[src/rtl/fifo_rd_arbiter.sv]
// Round-robin read-port arbiter for an async FIFO: grants one consumer at a
// time for bursts of up to MAX_BURST pops and steers returned data back.
module fifo_rd_arbiter #(
  parameter int NUM_REQ    = 4,
  parameter int DATA_WIDTH = 8,
  parameter int MAX_BURST  = 4
) (
  input  logic                  r_clk,
  input  logic                  rrst,
  input  logic [NUM_REQ-1:0]    req,
  input  logic                  empty,
  input  logic [DATA_WIDTH-1:0] r_data,
  output logic                  r_en,
  output logic [NUM_REQ-1:0]    gnt,
  output logic [NUM_REQ-1:0]    out_valid,
  output logic [DATA_WIDTH-1:0] out_data,
  output logic                  busy
);

  localparam int IDX_W = (NUM_REQ > 1) ? $clog2(NUM_REQ) : 1;
  localparam int CNT_W = $clog2(MAX_BURST + 1);

  typedef enum logic {
    IDLE  = 1'b0,
    BURST = 1'b1
  } state_e;

  state_e             state_q, state_d;
  logic [NUM_REQ-1:0] gnt_q, gnt_d;
  logic [IDX_W-1:0]   owner_q, owner_d;
  logic [IDX_W-1:0]   last_q, last_d;
  logic [CNT_W-1:0]   count_q, count_d;
  logic [NUM_REQ-1:0] out_valid_q, out_valid_d;

  logic [IDX_W-1:0]   winner;
  logic               found;
  logic               pop;
  logic               last_pop;

  // Round-robin pick: first set request scanning last+1, last+2, ... wrapping.
  always_comb begin
    // NOTE: every always_comb output gets a default first so no path leaves
    // it unassigned; otherwise synthesis infers a latch.
    winner = last_q;
    found  = 1'b0;
    for (int k = 1; k <= NUM_REQ; k++) begin
      if (!found && req[IDX_W'((int'(last_q) + k) % NUM_REQ)]) begin
        found  = 1'b1;
        winner = IDX_W'((int'(last_q) + k) % NUM_REQ);
      end
    end
  end

  // Pop strobe is combinational from registered state, masked during reset.
  assign pop      = !rrst && (state_q == BURST) && req[owner_q] && !empty;
  assign last_pop = pop && (count_q + CNT_W'(1) == CNT_W'(MAX_BURST));

  always_comb begin
    state_d     = state_q;
    gnt_d       = gnt_q;
    owner_d     = owner_q;
    last_d      = last_q;
    count_d     = count_q;
    out_valid_d = pop ? gnt_q : '0;

    unique case (state_q)
      IDLE: begin
        if (found) begin
          state_d = BURST;
          gnt_d   = NUM_REQ'(1) << winner;
          owner_d = winner;
          last_d  = winner;
          count_d = '0;
        end
      end
      BURST: begin
        if (!req[owner_q]) begin
          state_d = IDLE;
          gnt_d   = '0;
        end else if (pop) begin
          count_d = count_q + CNT_W'(1);
          if (last_pop) begin
            state_d = IDLE;
            gnt_d   = '0;
          end
        end
      end
      default: begin
        state_d = IDLE;
        gnt_d   = '0;
      end
    endcase
  end

  always_ff @(posedge r_clk) begin
    // NOTE: sequential state uses non-blocking assignments so every register
    // samples the pre-edge values regardless of statement order.
    if (rrst) begin
      state_q     <= IDLE;
      gnt_q       <= '0;
      owner_q     <= '0;
      last_q      <= IDX_W'(NUM_REQ - 1);
      count_q     <= '0;
      out_valid_q <= '0;
    end else begin
      state_q     <= state_d;
      gnt_q       <= gnt_d;
      owner_q     <= owner_d;
      last_q      <= last_d;
      count_q     <= count_d;
      out_valid_q <= out_valid_d;
    end
  end

  assign r_en      = pop;
  assign gnt       = gnt_q;
  assign out_valid = out_valid_q;
  assign out_data  = (|out_valid_q) ? r_data : '0;
  assign busy      = (state_q == BURST);

endmodule

[config.mk]
export PLATFORM = sky130hd
export DESIGN_NAME = fifo_rd_arbiter
export DESIGN_NICKNAME = d
export VERILOG_FILES = /design/src/rtl/fifo_rd_arbiter.sv
export SDC_FILE = /design/constraint.sdc
export NUM_CORES = 1
export LEC_CHECK = 0
export CORE_MARGIN = 1
export CORE_UTILIZATION = 30
export CTS_CLUSTER_DIAMETER = 100
export CTS_CLUSTER_SIZE = 25
export DETAILED_ROUTE_END_ITERATION = 8
export PLACE_DENSITY = 0.56
export REMOVE_ABC_BUFFERS = 1
export SYNTH_ARGS = -nofsm -noshare
export SYNTH_HDL_FRONTEND = slang
export SYNTH_SLANG_ARGS = --single-unit
[constraint.sdc]
create_clock -name r_clk -period 1.95 [get_ports r_clk]
set_clock_uncertainty 0.2 [all_clocks]
set_input_delay 0.39 -clock r_clk [delete_from_list [all_inputs] [get_ports r_clk]]
set_output_delay 0.39 -clock r_clk [all_outputs]
set_load 0.02 [all_outputs]
# Word level (Yosys, flattened, before mapping)
# Index checks and enable logic that the tools add are counted.
# word_totals
ramBits,0
input_bits,15
mem_count,0
output_inout_bits,18
word_cells,79
ff_bits,16
latch_bits,0
mem_bits_ro,0
# op_classes
n_lt_le_gt_ge,5
add_sub_neg,5
multipliers,0
bitwise_logic,2
n_div,0
shifts,1
muxes,37
n_eq_ne,6
reduce_logical,17
# op_table
operator,count
2-to-1 mux 1 bit,17
less-than comparator 2 x 4 -> 1 bit (second input constant),4
2-to-1 mux 4 bit,4
binary-select mux 1 bit (select 2 bit),5
2-to-1 mux 3 bit,3
2-to-1 mux 2 bit,4
2-to-1 mux 8 bit,1
case mux 4 bit (2 select lines),1
logical AND 1 bit,7
inequality test 3 bit (second input constant),2
case mux 3 bit (2 select lines),1
AND reduction 3 bit,2
zero test 1 bit,5
adder 2 x 1 -> 2 bit (second input constant),2
adder 2 bit (second input constant),2
inequality test 2 x 1 -> 1 bit (second input constant),2
OR reduction 4 bit,1
left shift 1 x 2 -> 4 bit (first input constant),1
adder 3 x 1 -> 3 bit (second input constant),1
== test 3 bit (second input constant),1
less-than comparator 2 x 3 -> 1 bit (second input constant),1
inequality test 2 bit (second input constant),1
NOT 1 bit,2
case mux 1 bit (2 select lines),1
2 further kinds,2

# Longest topological paths before layout
# Gate-level depths: netlist of run 1.
# logic_depth
ltp_word,17
depth_mapped,6
depth_no_buf,6

# Worst setup path before layout of run 1
# Ideal clock, no wire load.
# synth_path
kind,flip-flop to output port
from,"reg out_valid_q[1], in the netlist out_valid[1]"
to,out out_data[0]
stages_incl_launch_ff,3
arrival_time_ps,1360
required_time_ps,1360
slack_ps,0
n_path_buf,0
cell_sequence,dfxtp_1 nor4_1 nor2b_1
# synth_between
elab_chain_cells,2
# synth_lines
item,line,text
"start, declared",33,"logic [NUM_REQ-1:0] out_valid_q, out_valid_d;"
"start signal, assigned",111,out_valid_q <= out_valid_d;
OR reduction 4 bit,118,assign out_data = (|out_valid_q) ? r_data : '0;
2-to-1 mux 8 bit,118,
"end, declared",16,"output logic [DATA_WIDTH-1:0] out_data,"
# No other way between the ends.

# Worst setup path in the final report of run 1
# layout_path
from,reg owner_q[1]
to,out r_en
# layout_between
elab_chain_cells,4
# layout_lines
item,line,text
"start, declared",30,"logic [IDX_W-1:0] owner_q, owner_d;"
"start signal, assigned",108,owner_q <= owner_d;
binary-select mux 1 bit (select 2 bit),55,assign pop = !rrst && (state_q == BURST) && req[owner_q] && !empty;
2-to-1 mux 1 bit (not written as such),55,
logical AND 1 bit (2 in series),55,
"end, declared",13,"output logic r_en,"
# No other way between the ends. The select of a mux whose other input is x is not followed.

==> flow_summary.json, run 1 <==
{
  "end_kind": "output pin",
  "swShare_pct": 26.74,
  "first_pass_iters": 4,
  "drt_iter0_markers": 11,
  "diodes": 0,
  "syn_area_per_cell_sq_um": 8.982,
  "cts_buffer_depth": 2,
  "r2r_slack_ns": 0.05,
  "die_area_sq_mm": 0.002720,
  "reg2reg_from": "owner_q[1]",
  "fp.dieH_microns": 52.15,
  "wire_per_inst_microns": 12.05,
  "worstSkewPairLatency_ns": 0.28,
  "cap_violations": 0,
  "max_freq_mhz": 495.4,
  "slowest_delay_ns": 0.50,
  "p_per_area_mw_per_mm2": 637.2,
  "dp_hpwl_microns": 1565,
  "io_pins": 33,
  "finalSetupViolCount": 5,
  "syn_to_final_growth_pct": 67.83,
  "fin_util_pct": 55.12,
  "violations": "negative setup slack",
  "grt_pass1_wl_microns": 3056,
  "post-route-drc-count": 0,
  "drv_slew": 0,
  "synth.yosys.warnings": 0,
  "wl_microns": 1988,
  "ant_nets": 0,
  "p_sw_uw": 215.7,
  "grt_max_degree": 11,
  "critical_path_class": "register to output pin",
  "root_buffer": "clkbuf_4",
  "min_period_ns": 2.019,
  "syn_inst": 84,
  "p_comb_share_pct": 27.6,
  "drive_gt1_share_pct": 29.20,
  "antenna_found_initial": 0,
  "ir_worst_vdd_mv": 0.4545,
  "cts_buffers": 3,
  "worstMarginPinSlew_ns": 0.3574,
  "fin_crit_sh_pct": 103.5,
  "n_fill_cell": 217,
  "grt_pass1_vias": 711,
  "crit_fanout": 2,
  "nets": 155,
  "hold_violations": 0,
  "critPathSlowestCell": "mux4_2",
  "min_path_cells": 2,
  "via_per_inst": 4.818,
  "required_ns": 1.36,
  "clkSlewWorstSetupHoldPaths_ns": 0.09,
  "leakage_uw": 0.0005452,
  "grt-ovfl-total": 0,
  "clkPwrFrac_pct": 26.6,
  "max_slew_margin_pct": 75.92,
  "initial_core_util_pct": 32.84,
  "vias": 795,
  "hp-class": "register to register",
  "groute.usage.overall_pct": 14.95,
  "seqPwrFrac_pct": 45.8,
  "seq_area_frac_synth_pct": 42.45,
  "cts_tree": "done",
  "clock_sinks": 16,
  "p_int_uw": 591.1,
  "hold-path-endpoint": "owner_q[1]",
  "portBuffers": 32,
  "cts.htree.levels": 1,
  "hp-start": "owner_q[1]",
  "ys_types": 29,
  "status": "complete, but fails checks",
  "yosys.area.top_type": "dfxtp_1",
  "synth_top_area_share_pct": 42.45,
  "cp.arrival_ns": 1.43,
  "r2r-end": "count_q[2]",
  "setup_tns_ns": -0.1342,
  "rows": 17,
  "rsz0062_at_grt": "true",
  "layout_setup_ws_ns": -0.06855,
  "cp-start-kind": "register",
  "path_cells": "mux4_2, and3_4, buf_6",
  "ys_ff_latch": 16,
  "gp_congestion": 0.7103,
  "ff2ff_path_depth": 5,
  "synth_area_leaders": "dfxtp_1 42%, nor2b_1 8.3%, a32o_1 5.3%",
  "coreArea_sq_mm": 0.002297,
  "die_w_microns": 52.15,
  "syn_area_sq_um": 754.5
}
[critical path: cells and delay by family (launching register included)]
kind                   cells  cell delay (ns)
muxes                      1             0.50
DFF                        1             0.35
and+or+nand+nor            1             0.17
buffers and inverters      1             0.12
[power groups by stage]
stage | registers [uW] | logic [uW] | clock network [uW]
6_report | 370 | 223 | 214
5_1_grt | 374 | 241 | 238
4_1_cts | 371 | 215 | 221
3_5_place_dp | 378 | 218 | 0
3_3_place_gp | 378 | 217 | 0
2_1_floorplan | 387 | 84.2 | 0
[state kept, by name, summed over array words and instances (netlist names)]
signal,count
out_valid,4
owner_q,2
last_q,2
count_q,3
busy,1
gnt,4
[metal layers]
layer  vias up  share of wire (%)  GRT usage, %
met2        17                 52         24.79
met1       372                 44         19.29
li1        406                  -             -
met4         0                  0         2.632
met3         0                3.6         4.386
met5         -                  0             0
[worst max path at each step]
| stage | startpoint | endpoint | slack [ns] |
|---|---|---|---|
| floorplan | out_valid[1] | out_data[0] | 0.00008 |
| global placement | req[3] | r_en | -0.64 |
| detailed placement | req[3] | r_en | -0.67 |
| CTS | owner_q[1] | r_en | -0.08 |
| global route | out_valid[1] | out_data[2] | -0.11 |
| finish | owner_q[1] | r_en | -0.07 |
[cell families (layout without fill, tap and decap cells)]
family / Yosys count / in the layout / share of synthesized area (%)
and+or+nand+nor: 37 / 37 / 27.03
AOI/OAI and AO/OA: 21 / 21 / 19.40
DFF: 16 / 16 / 42.45
buffers and inverters: 6 / 59 / 3.316
adders and majority gates: 2 / 2 / 3.316
muxes: 2 / 2 / 4.477
[synthesized netlist by cell type, drive strengths merged]
cell type  count
nand3          1
nor3           2
dfxtp         16
o21ai          3
a221o          1
a211oi         1
and2           4
nand2          3
nand3b         1
o211ai         1
mux4           1
o21a           1
mux2           1
or3            1
a21o           1
and3           1
or2            1
nor4           2
a22oi          1
ha             2
buf            2
nand2b         4
nor2b         10
nor2           7
a32o           4
inv            3
a21oi          7
clkbuf         1
a221oi         1
[what timing repair did]
| item | in CTS | in global routing |
|---|---|---|
| endpoints found under the hold margin | 0 | 0 |
| setup buffers | 2 | 1 |
| gates resized for setup | 44 | 8 |
| pin swaps | 2 | 2 |
| endpoints found under the setup margin | 10 | 10 |
| hold buffers | 0 | 0 |
[metrics by stage]
| step | hold slack, ns | setup WS [ns] | cells | cell area, sq um | total power, uW |
|---|---|---|---|---|---|
| after floorplan | 0.2475 | 0.00007916 | 81 | 740.7 | 471.3 |
| after global placement | 0.2696 | -0.6383 | 158 | 1224 | 594.7 |
| after detailed placement | 0.2725 | -0.6716 | 158 | 1224 | 596.2 |
| after CTS | 0.2744 | -0.08098 | 164 | 1260 | 807.5 |
| after global routing | 0.2961 | -0.1121 | 165 | 1266 | 853.1 |
| final | 0.2693 | -0.06855 | 165 | 1266 | 806.8 |
[layout by cell type, fill, tap and decap left out, types with 2 or more instances in the layout]
| cell type | count |
|---|---|
| a21oi_1 | 7 |
| a32o_1 | 4 |
| and2_1 | 4 |
| buf_2 | 5 |
| buf_4 | 21 |
| buf_6 | 3 |
| clkbuf_4 | 3 |
| clkdlybuf4s50_1 | 18 |
| dfxtp_1 | 14 |
| dfxtp_2 | 2 |
| dlygate4sd2_1 | 5 |
| ha_1 | 2 |
| inv_1 | 3 |
| nand2_1 | 3 |
| nand2b_1 | 4 |
| nor2_1 | 7 |
| nor2b_1 | 10 |
| nor3_1 | 2 |
| o21ai_0 | 3 |
[final cells by class]
class | count | area (sq um) | share of cell area (%)
clock buffer | 4 | 36.28 | 2.866
multi-input combinational | 62 | 420.4 | 33.20
inverter | 3 | 11.26 | 0.8893
sequential | 16 | 322.8 | 25.49
tap | 28 | 35.03 | 2.767
timing repair buffer | 52 | 440.4 | 34.78
Note: power is estimated with default switching activity, not from simulation.
==> run 2, diff against run 1 <==
--- a/config.mk
+++ b/config.mk
@@ -5,12 +5,14 @@
 export SDC_FILE = /design/constraint.sdc
 export NUM_CORES = 1
 export LEC_CHECK = 0
+export CELL_PAD_IN_SITES_DETAIL_PLACEMENT = 1
+export CELL_PAD_IN_SITES_GLOBAL_PLACEMENT = 1
 export CORE_MARGIN = 1
-export CORE_UTILIZATION = 30
+export CORE_UTILIZATION = 29
 export CTS_CLUSTER_DIAMETER = 100
 export CTS_CLUSTER_SIZE = 25
 export DETAILED_ROUTE_END_ITERATION = 8
-export PLACE_DENSITY = 0.56
+export PLACE_DENSITY = 0.73
 export REMOVE_ABC_BUFFERS = 1
 export SYNTH_ARGS = -nofsm -noshare
 export SYNTH_HDL_FRONTEND = slang
==> run 2 against run 1 <==
  * The flow still finishes with violations (negative setup slack)
  * Global-route usage is 2.5 points higher
  * Setup slack worse by 0.031 ns
  * Utilization is 4.0 points lower
  * Combinational power is 7% lower
  * Non-clock buffer count is 5 lower
  * Maximum frequency is 1.5% lower
  * Sequential power hardly changed
  * Hold slack worse by 0.00073 ns
  * Final area hardly changed
  * Critical endpoint unchanged
==> flow_summary.json, run 2 (same netlist as run 1, synthesis figures left out) <==
{
  "place_area_sq_mm": 0.001204,
  "layout.cells.non_filler": 162,
  "critPathLaunch": "owner_q[1]",
  "end_kind": "output pin",
  "coreArea_sq_mm": 0.002477,
  "ir_worst_vdd_mv": 0.3317,
  "cap_violations": 0,
  "top_layer": "met4",
  "min_period_ns": 2.049,
  "setup_tns_ns": -0.09942,
  "critical_path_class": "register to output pin",
  "required_ns": 1.36,
  "initial_core_util_pct": 30.45,
  "r2r_slack_ns": 0.03,
  "final_cell_mix": "18 x clkdlybuf4s50_1, 15 x buf_4, 13 x dfxtp_1",
  "grt_max_degree": 11,
  "ff2ff_path_depth": 5,
  "ant_nets": 0,
  "post-route-drc-count": 0,
  "hold_violations": 0,
  "critPathSlowestCell": "mux4_2",
  "die_area_sq_mm": 0.002810,
  "cts_buffers": 3,
  "final_common_cell": "clkdlybuf4s50_1",
  "wl_met2_microns": 1163,
  "vias": 790,
  "placedCellCount": 157,
  "slowest_delay_ns": 0.51,
  "fin_area_sq_mm": 0.001267,
  "cp-start-kind": "register",
  "max_slew_margin_pct": 77.24,
  "fin_util_pct": 51.16,
  "cp.arrival_ns": 1.46,
  "max_freq_mhz": 487.9,
  "portBuffers": 32,
  "fin_crit_sh_pct": 105.1,
  "finalSetupViolCount": 1,
  "route.met3.wl_microns": 143,
  "path_cells": "mux4_2, and3_4, buf_6",
  "hp-class": "register to register",
  "worstSkewPairLatency_ns": 0.29,
  "grt_pass1_wl_microns": 3456,
  "io_pins": 33,
  "nets": 150,
  "violations": "negative setup slack",
  "layout_setup_ws_ns": -0.09942,
  "drt_iter0_markers": 7,
  "rsz0062_at_grt": "true",
  "grt_pass1_vias": 802,
  "cts_tree": "done",
  "wl_microns": 2203,
  "clkSlewWorstSetupHoldPaths_ns": 0.10,
  "cts.htree.levels": 1,
  "die_w_microns": 53.01,
  "p_per_area_mw_per_mm2": 633.3,
  "crit_fanout": 2,
  "fp.dieH_microns": 53.01,
  "groute.usage.overall_pct": 17.50,
  "leakage_uw": 0.0005397,
  "syn_to_final_growth_pct": 67.99,
  "wl_met1_microns": 869,
  "endpoint": "r_en",
  "reg2reg_from": "owner_q[1]",
  "rows": 18,
  "first_pass_iters": 3,
  "dp_hpwl_microns": 1833,
  "diodes": 0,
  "gp_congestion": 0.7051,
  "drv_slew": 0,
  "r2r-end": "count_q[2]",
  "via_per_inst": 4.877,
  "drive_gt1_share_pct": 30.30,
  "grt-ovfl-total": 0,
  "pre_cts_slack_ns": -0.6663,
  "wire_per_inst_microns": 13.60,
  "status": "complete, but fails checks",
  "cts_buffer_depth": 2,
  "root_buffer": "clkbuf_4",
  "antenna_found_initial": 0,
  "clock_sinks": 16,
  "worstMarginPinSlew_ns": 0.3379
}
## run 2: cell types whose count changed in the layout (fill, tap and decap cells not counted), sizes merged
| cell | delta |
|---|---|
| dlymetal6s2s | +1 |
| buf | -5 |
| dlygate4sd2 | -1 |
## run 2: metrics by stage
stage          hold WS, ns  total power [uW]
6_report            0.2686             802.7
5_1_grt             0.3115             847.5
4_1_cts             0.2734             808.9
3_5_place_dp        0.2701             588.6
3_3_place_gp        0.2689             582.3
2_1_floorplan       0.2475             471.3
## run 2: what timing repair did
action,4_1_cts,5_1_grt
setup buffers,1,0
setup endpoints to repair,10,7
gates resized for setup,48,15
hold buffers,0,0
pin swaps,2,1
## run 2: layout make-up
class	instances	area, sq um
Multi-Input combinational cell	62	435.4
Sequential cell	16	324.1
Clock buffer	4	36.28
Fill cell	287	1210
Inverter	3	11.26
Timing Repair Buffer	47	422.9
Tap cell	30	37.54
## run 2: power by group
group	switching [uW]	leakage [uW]	internal (uW)
combinational	91.0	0.000387	116
sequential	22.7	0.000132	350
clock	109	0.0000210	114
total	222	0.000540	580
## run 2: worst min path at each step
stage	end	start	cells past startpoint	slack (ns)
after global placement	owner_q[1]	owner_q[1]	2	0.27
after floorplan	owner_q[1]	owner_q[1]	2	0.25
after CTS	owner_q[1]	owner_q[1]	2	0.27
after global routing	out_valid[2]	gnt[2]	1	0.31
final	owner_q[1]	owner_q[1]	2	0.27
after detailed placement	owner_q[1]	owner_q[1]	2	0.27
## run 2: layer usage
layer	up-vias	GRT usage [%]
met5	-	0
met4	0	6.579
met3	5	3.161
met2	29	33.76
met1	359	18.39
li1	397	-
## run 2: critical path: cells and delay by family, from the launching register on
family / cells / cell delay (ns)
buffers and inverters: 1 / 0.12
DFF: 1 / 0.35
muxes: 1 / 0.51
and+or+nand+nor: 1 / 0.19
